## src/rtl/act_broadcast_sched_pkg.sv

```systemverilog
// Shared encodings and default widths for the activation broadcast scheduler.
// The broadcast word packs {index, value}, with the index in the upper bits.
package act_broadcast_sched_pkg;

  localparam int NUM_PE_D  = 64;
  localparam int DATA_W_D  = 16;
  localparam int ADDR_W_D  = 12;
  localparam int LAYER_W_D = 4;

  localparam logic [3:0] ST_IDLE      = 4'd0;
  localparam logic [3:0] ST_START     = 4'd1;
  localparam logic [3:0] ST_BCAST     = 4'd2;
  localparam logic [3:0] ST_FIN_BC    = 4'd3;
  localparam logic [3:0] ST_WAIT_COMP = 4'd4;
  localparam logic [3:0] ST_LAYER_END = 4'd5;

  function automatic int bc_word_w(input int addr_w, input int data_w);
    return addr_w + data_w;
  endfunction

endpackage

```

## src/rtl/act_broadcast_sched_fifo.sv

```systemverilog
// Two-entry skid buffer for tagged activation words.
// A push is accepted when full as long as a pop happens in the same cycle.
module bc_skid_fifo #(
  parameter int W = 28
) (
  input  logic         clk,
  input  logic         rst,
  input  logic         push,
  input  logic [W-1:0] din,
  input  logic         pop,
  output logic [W-1:0] dout,
  output logic         full,
  output logic         empty,
  output logic [1:0]   count
);

  logic [W-1:0] mem_q [2];
  logic         wr_ptr;
  logic         rd_ptr;
  logic         do_push;
  logic         do_pop;

  assign empty   = (count == 2'd0);
  assign full    = (count == 2'd2);
  assign do_pop  = pop & ~empty;
  assign do_push = push & (~full | do_pop);
  assign dout    = mem_q[rd_ptr];

  always_ff @(posedge clk or posedge rst) begin
    if (rst) begin
      wr_ptr <= 1'b0;
      rd_ptr <= 1'b0;
      count  <= 2'd0;
    end else begin
      if (do_push) wr_ptr <= ~wr_ptr;
      if (do_pop)  rd_ptr <= ~rd_ptr;
      count <= count + {1'b0, do_push} - {1'b0, do_pop};
    end
  end

  always_ff @(posedge clk) begin
    if (do_push) mem_q[wr_ptr] <= din;
  end

endmodule

```

## src/rtl/act_broadcast_sched.sv

```systemverilog
// Layer scheduler: starts the PEs, streams non-zero activations onto the
// broadcast bus, collects per-PE completion, and steps through the layers.
module act_broadcast_sched
  import act_broadcast_sched_pkg::*;
#(
  parameter int NUM_PE  = NUM_PE_D,
  parameter int DATA_W  = DATA_W_D,
  parameter int ADDR_W  = ADDR_W_D,
  parameter int LAYER_W = LAYER_W_D
) (
  input  logic               clk,
  input  logic               rst,
  input  logic               start,
  input  logic [LAYER_W-1:0] layer_no,
  input  logic [ADDR_W:0]    in_act_no,
  output logic               act_rd_en,
  output logic [ADDR_W-1:0]  act_rd_addr,
  input  logic [DATA_W-1:0]  act_rd_data,
  input  logic [NUM_PE-1:0]  pe_queue_full,
  output logic               bc_valid,
  output logic [ADDR_W-1:0]  bc_idx,
  output logic [DATA_W-1:0]  bc_data,
  output logic               pe_start_calc,
  output logic               fin_broadcast,
  input  logic [NUM_PE-1:0]  pe_fin_comp,
  output logic               layer_done,
  output logic [LAYER_W-1:0] layer_idx,
  output logic               busy,
  output logic               all_done
);

  localparam int WORD_W = bc_word_w(ADDR_W, DATA_W);

  logic [3:0]        state;
  logic [ADDR_W:0]   rd_ptr;
  logic [NUM_PE-1:0] fin_mask;
  logic              vld_p1;
  logic [ADDR_W-1:0] idx_p1;

  logic              fifo_push;
  logic              fifo_pop;
  logic              fifo_full;
  logic              fifo_empty;
  logic [1:0]        fifo_count;
  logic [WORD_W-1:0] fifo_din;
  logic [WORD_W-1:0] fifo_dout;

  logic              in_bcast;
  logic [2:0]        occ_next;
  logic              bcast_exit;
  logic              comp_all;
  logic              last_layer;

  assign in_bcast = (state == ST_BCAST);
  assign fifo_pop = in_bcast & ~fifo_empty & ~(|pe_queue_full);

  // Occupancy after this cycle's pop plus the read already in flight; keeping
  // it below 2 guarantees the next returned word always has a slot.
  assign occ_next    = {1'b0, fifo_count} - {2'b0, fifo_pop} + {2'b0, vld_p1};
  assign act_rd_en   = in_bcast & (rd_ptr < in_act_no) & (occ_next < 3'd2);
  assign act_rd_addr = rd_ptr[ADDR_W-1:0];

  assign fifo_push = vld_p1 & (act_rd_data != '0) & (~fifo_full | fifo_pop);
  assign fifo_din  = {idx_p1, act_rd_data};

  assign bc_valid = fifo_pop;
  assign bc_idx   = bc_valid ? fifo_dout[WORD_W-1:DATA_W] : '0;
  assign bc_data  = bc_valid ? fifo_dout[DATA_W-1:0] : '0;

  assign bcast_exit = in_bcast & (rd_ptr == in_act_no) & ~vld_p1 & fifo_empty;
  assign comp_all   = &(fin_mask | pe_fin_comp);
  assign last_layer = (layer_idx == (layer_no - LAYER_W'(1)));

  assign pe_start_calc = (state == ST_START);
  assign fin_broadcast = (state == ST_FIN_BC);
  assign layer_done    = (state == ST_LAYER_END);
  assign all_done      = layer_done & last_layer;
  assign busy          = (state != ST_IDLE);

  bc_skid_fifo #(
    .W(WORD_W)
  ) u_fifo (
    .clk  (clk),
    .rst  (rst),
    .push (fifo_push),
    .din  (fifo_din),
    .pop  (fifo_pop),
    .dout (fifo_dout),
    .full (fifo_full),
    .empty(fifo_empty),
    .count(fifo_count)
  );

  // p0 -> p1: read issued this cycle, data returns next cycle
  always_ff @(posedge clk) begin
    if (act_rd_en) idx_p1 <= rd_ptr[ADDR_W-1:0];
  end

  always_ff @(posedge clk or posedge rst) begin
    if (rst) begin
      state     <= ST_IDLE;
      layer_idx <= '0;
      rd_ptr    <= '0;
      fin_mask  <= '0;
      vld_p1    <= 1'b0;
    end else begin
      vld_p1 <= act_rd_en;
      if (act_rd_en) rd_ptr <= rd_ptr + (ADDR_W+1)'(1);
      case (state)
        ST_IDLE: begin
          if (start && (layer_no != '0)) begin
            state     <= ST_START;
            layer_idx <= '0;
          end
        end
        ST_START: begin
          rd_ptr   <= '0;
          fin_mask <= '0;
          state    <= ST_BCAST;
        end
        ST_BCAST: begin
          if (bcast_exit) state <= ST_FIN_BC;
        end
        ST_FIN_BC: begin
          fin_mask <= fin_mask | pe_fin_comp;
          state    <= ST_WAIT_COMP;
        end
        ST_WAIT_COMP: begin
          fin_mask <= fin_mask | pe_fin_comp;
          if (comp_all) state <= ST_LAYER_END;
        end
        ST_LAYER_END: begin
          if (last_layer) begin
            layer_idx <= '0;
            state     <= ST_IDLE;
          end else begin
            layer_idx <= layer_idx + LAYER_W'(1);
            state     <= ST_START;
          end
        end
        default: state <= ST_IDLE;
      endcase
    end
  end

endmodule

```

## config.mk

```make
export PLATFORM = sky130hd
export DESIGN_NAME = act_broadcast_sched
export DESIGN_NICKNAME = d
export VERILOG_FILES = /design/src/rtl/act_broadcast_sched_pkg.sv /design/src/rtl/act_broadcast_sched_fifo.sv /design/src/rtl/act_broadcast_sched.sv
export SDC_FILE = /design/constraint.sdc
export NUM_CORES = 1
export LEC_CHECK = 0
export CORE_MARGIN = 3
export CORE_UTILIZATION = 43
export DETAILED_ROUTE_END_ITERATION = 10
export HOLD_SLACK_MARGIN = 0.08
export PLACE_DENSITY_LB_ADDON = 0.2
export RECOVER_POWER = 25
export SYNTH_ARGS = -nofsm -noshare
export SYNTH_HDL_FRONTEND = slang
export SYNTH_SLANG_ARGS = --single-unit
```

## constraint.sdc

```tcl
create_clock -name clk -period 7.5 [get_ports clk]
set_input_delay 2.25 -clock clk [delete_from_list [all_inputs] [get_ports clk]]
set_output_delay 2.25 -clock clk [all_outputs]
set_load 0.1 [all_outputs]
```

==> results.txt <==
The flow ran to the end, but the final reports show violations. The checks that failed: max-capacitance violations, max-slew violations. The gate count after technology mapping is 621. The H-tree level count came out at 4.

The share of the synthesized area in the top cell type is 0.319. Summed over all layers, the global routing overflow is 0. The pin count of the biggest net entering global routing is 75. By startpoint and endpoint, the worst setup path is classified as input port to primary output. Headroom to the max-slew limit came out at -0.369.

STA puts the critical path data arrival time at 5.11 ns. The clock-pin slew on the worst setup and hold paths is 0.06 ns. Clock tree synthesis selected as its root buffer the cell clkbuf_16. The share of the cycle needed by the critical path after routing is 0.982. Of all flip-flops after synthesis, the portion carrying an async set or reset was 0.567. The final-report hold violation count came out at 0. Summed over all instances, the cell type with the most area after synthesis is dfrtp_1. The worst setup path is captured at a primary output.

The maximum number of buffers from clock root to sink is 2. The final-layout worst hold slack is 0.443 ns. Across every metal layer, demand over resource in global routing totals 0.209.

The worst register-to-register path begins at state[1]. The final clock skew is 0.00924 ns. The worst hold path belongs to the class flop to flop. The number of distinct library cells after synthesis came out at 48.

The number of cells on the worst reg-to-reg path came out at 15. The destination of the worst register-to-register timing path is rd_ptr[7]. The most repeated cell in the gate-level netlist after synthesis is nor2_1. In the post-synthesis netlist, the biggest area contributors are dfrtp_1 32%, edfxtp_1 29%, nor2_1 5.9%.

The post-cts hold buffer count came out at 0. In the synthesized netlist, the cells that appear most often are 109 x nor2_1, 89 x dfrtp_1, 76 x a21oi_1. In the synthesized netlist the dominant register cell turns out to be dfrtp_1.

Once detailed placement completed, the half-perimeter wirelength came to 13600 um. The final design instance area without fill came out at 10300 um^2. The count of final max-slew check failures is 66. In this run, CTS created clock tree buffers numbering 17.

The part of the Yosys area used for sequential elements is 0.611. The net count after synthesis came out at 806. At the pin with the least slew margin, the transition time is 2.05 ns. The violation count after the first detailed-routing iteration came out at 243.

The via count of the routed design is 5521. The routed wire length is 18500 um. The largest voltage drop on the vdd net came out at 0.000271 V.

The share of cells above drive strength 1 is 0.123. Row generation in the floorplan step produced 45 rows. The worst path setup slack after routing came out at 0.139 ns. The critical path startpoint category is an input port. The tree built by TritonCTS fans out to 157 sinks. The largest fanout on the critical path is 2. The core box area came out at 15500 um^2. Each instance of the synthesized netlist takes up on average 11.3 um^2.

The required time of the worst setup path is 5.25 ns. The cell area after synthesis came out at 6990 um^2. For this design the ratio of total power to cell area is 291 nW/um^2. The number of design rule violations left after detail routing came out at 0. The worst slack after detailed placement came out at -0.344 ns. The via count of the first global-routing pass is 5842. The placed cell area is 9610 um^2.

The die area is 17800 um^2. TritonCTS built the clock tree. The area growth from synthesis to layout came out at 47.4%. The first global-routing pass estimated 29500 um of wire. The highest clock rate is 136 MHz. For this run, the detailed router's first-pass iteration total came to 5.

The layout net count came out at 1012. The number of cells on the worst hold path came out at 0. After layout, the minimum clock period comes to 7.36 ns.

The number of setup violations in the final report came out at 0. The wire length per cell after detailed routing is 17.6 um. The number of maximum-capacitance constraint violations came out at 1.

The overall power consumption came out at 3.00 mW. The source of the worst hold timing path is idx_p1[6]. The fill cell total of the finished layout is 1210. The number of I/O port buffers is 214. The clock latency on the worst-skew pair is 0.42 ns. The die outline height is 134 um.

The total of warnings raised by yosys came out at 0. The count of nets left with antenna violations after detail routing is 0. The worst hold path terminates at u_fifo.mem_q[0][22].

The reg-to-reg setup timing slack is 3.71 ns. From left edge to right edge, the die measures 134 um. The repair_antennas step left the layout with diodes totalling 0. The top-level port count is 215.

Summed over all cells, the static leakage comes to 4.28 nW. Synthesis inferred 157 register bits. Counting flops with a built-in enable in the synthesized netlist gives 68. The initial core utilization is 0.450. The number of vias per cell after detailed routing is 5.25.

The final estimated routing congestion in global placement came out at 0.905. The number of antenna violations at the first check in global routing is 0.
[how the worst max path moves through the flow]
stage / depth (start not counted) / from / to
after global placement: 14 / pe_queue_full[20] / act_rd_en
after global routing: 15 / pe_queue_full[62] / act_rd_en
after floorplan: 14 / pe_queue_full[20] / act_rd_en
final: 15 / pe_queue_full[38] / act_rd_en
after CTS: 15 / pe_queue_full[57] / act_rd_en
after detailed placement: 14 / pe_queue_full[20] / act_rd_en
[power breakdown]
group	leakage (nW)	total [mW]	switching (mW)	internal, mW
logic	2.22	0.842	0.525	0.317
registers	1.76	1.30	0.141	1.16
clock network	0.291	0.856	0.332	0.524
[cell families after synthesis]
family                     after synthesis  share of synthesized area
adders and majority gates               21                     0.0387
xor gates and xnor gates                16                     0.0200
and+or+nand+nor                        206                      0.142
DFF                                    157                      0.611
muxes                                   30                     0.0430
buffers and inverters                   63                     0.0412
AOI/OAI and AO/OA                      128                      0.105
[flip-flops by register name, summed over array words and instances (netlist names)]
register and count:
u_fifo.rd_ptr 1, layer_idx 4, u_fifo.count 2, rd_ptr 13, u_fifo.mem_q 56, state 3, fin_mask 64, vld_p1 1
u_fifo.wr_ptr 1, idx_p1 12
[final cells by class]
cell class | count | area (um^2) | share of cell area
tap | 211 | 264 | 0.0256
inverter | 26 | 106 | 0.0103
timing repair buffer | 224 | 2520 | 0.244
clock buffer | 23 | 483 | 0.0469
clock inverter | 9 | 110 | 0.0107
multi-input combinational | 401 | 2560 | 0.248
sequential | 157 | 4270 | 0.414
[layer usage]
layer	vias up	GRT usage	routed length [um]
met2	179	0.358	9480
met4	0	0.0806	409
met3	26	0.0600	1160
li1	2654	-	-
met5	-	0	0
met1	2662	0.252	7470
[stage by stage]
step	util	cells	setup TNS, ns
after global placement	0.618	1018	-0.218
after floorplan	-	621	-0.536
after detailed placement	0.618	1018	-0.344
final	0.663	1051	0
after CTS	0.657	1050	0
after global routing	0.663	1051	-0.0812
[cells in the final DEF, fill, tap and decap left out, drive strengths merged, types with 6 or more instances in the layout]
cell type / count
a21oi: 76
o22ai: 28
nand3: 12
clkdlybuf4s50: 105
xnor2: 14
mux2i: 30
nand2: 15
clkdlybuf4s15: 10
dlymetal6s2s: 24
edfxtp: 68
nand4: 10
buf: 41
inv: 25
nor4: 24
o21ai: 6
dlygate4sd2: 21
nor2: 109
ha: 20
dfrtp: 89
clkbuf: 29
dlygate4sd3: 17
nor3: 8
[critical path, stage by stage]
cell,delay (ns)
dlygate4sd2_1,0.25
nor4_2,0.23
nand4_1,0.17
nor3_4,0.16
nand3_2,0.13
clkinvlp_4,0.11
ha_4,0.19
nand2b_4,0.13
fa_1,0.47
nand2b_1,0.06
a21oi_2,0.12
nand4_2,0.12
or3_4,0.42
clkinvlp_4,0.11
buf_12,0.17
[timing repair]
item / 4_1_cts / 5_1_grt
pin swaps: 23 / 26
setup buffers: 0 / 1
endpoints found under the setup margin: 1 / 1
gates resized for setup: 49 / 51
(Power assumes the default switching activity.)
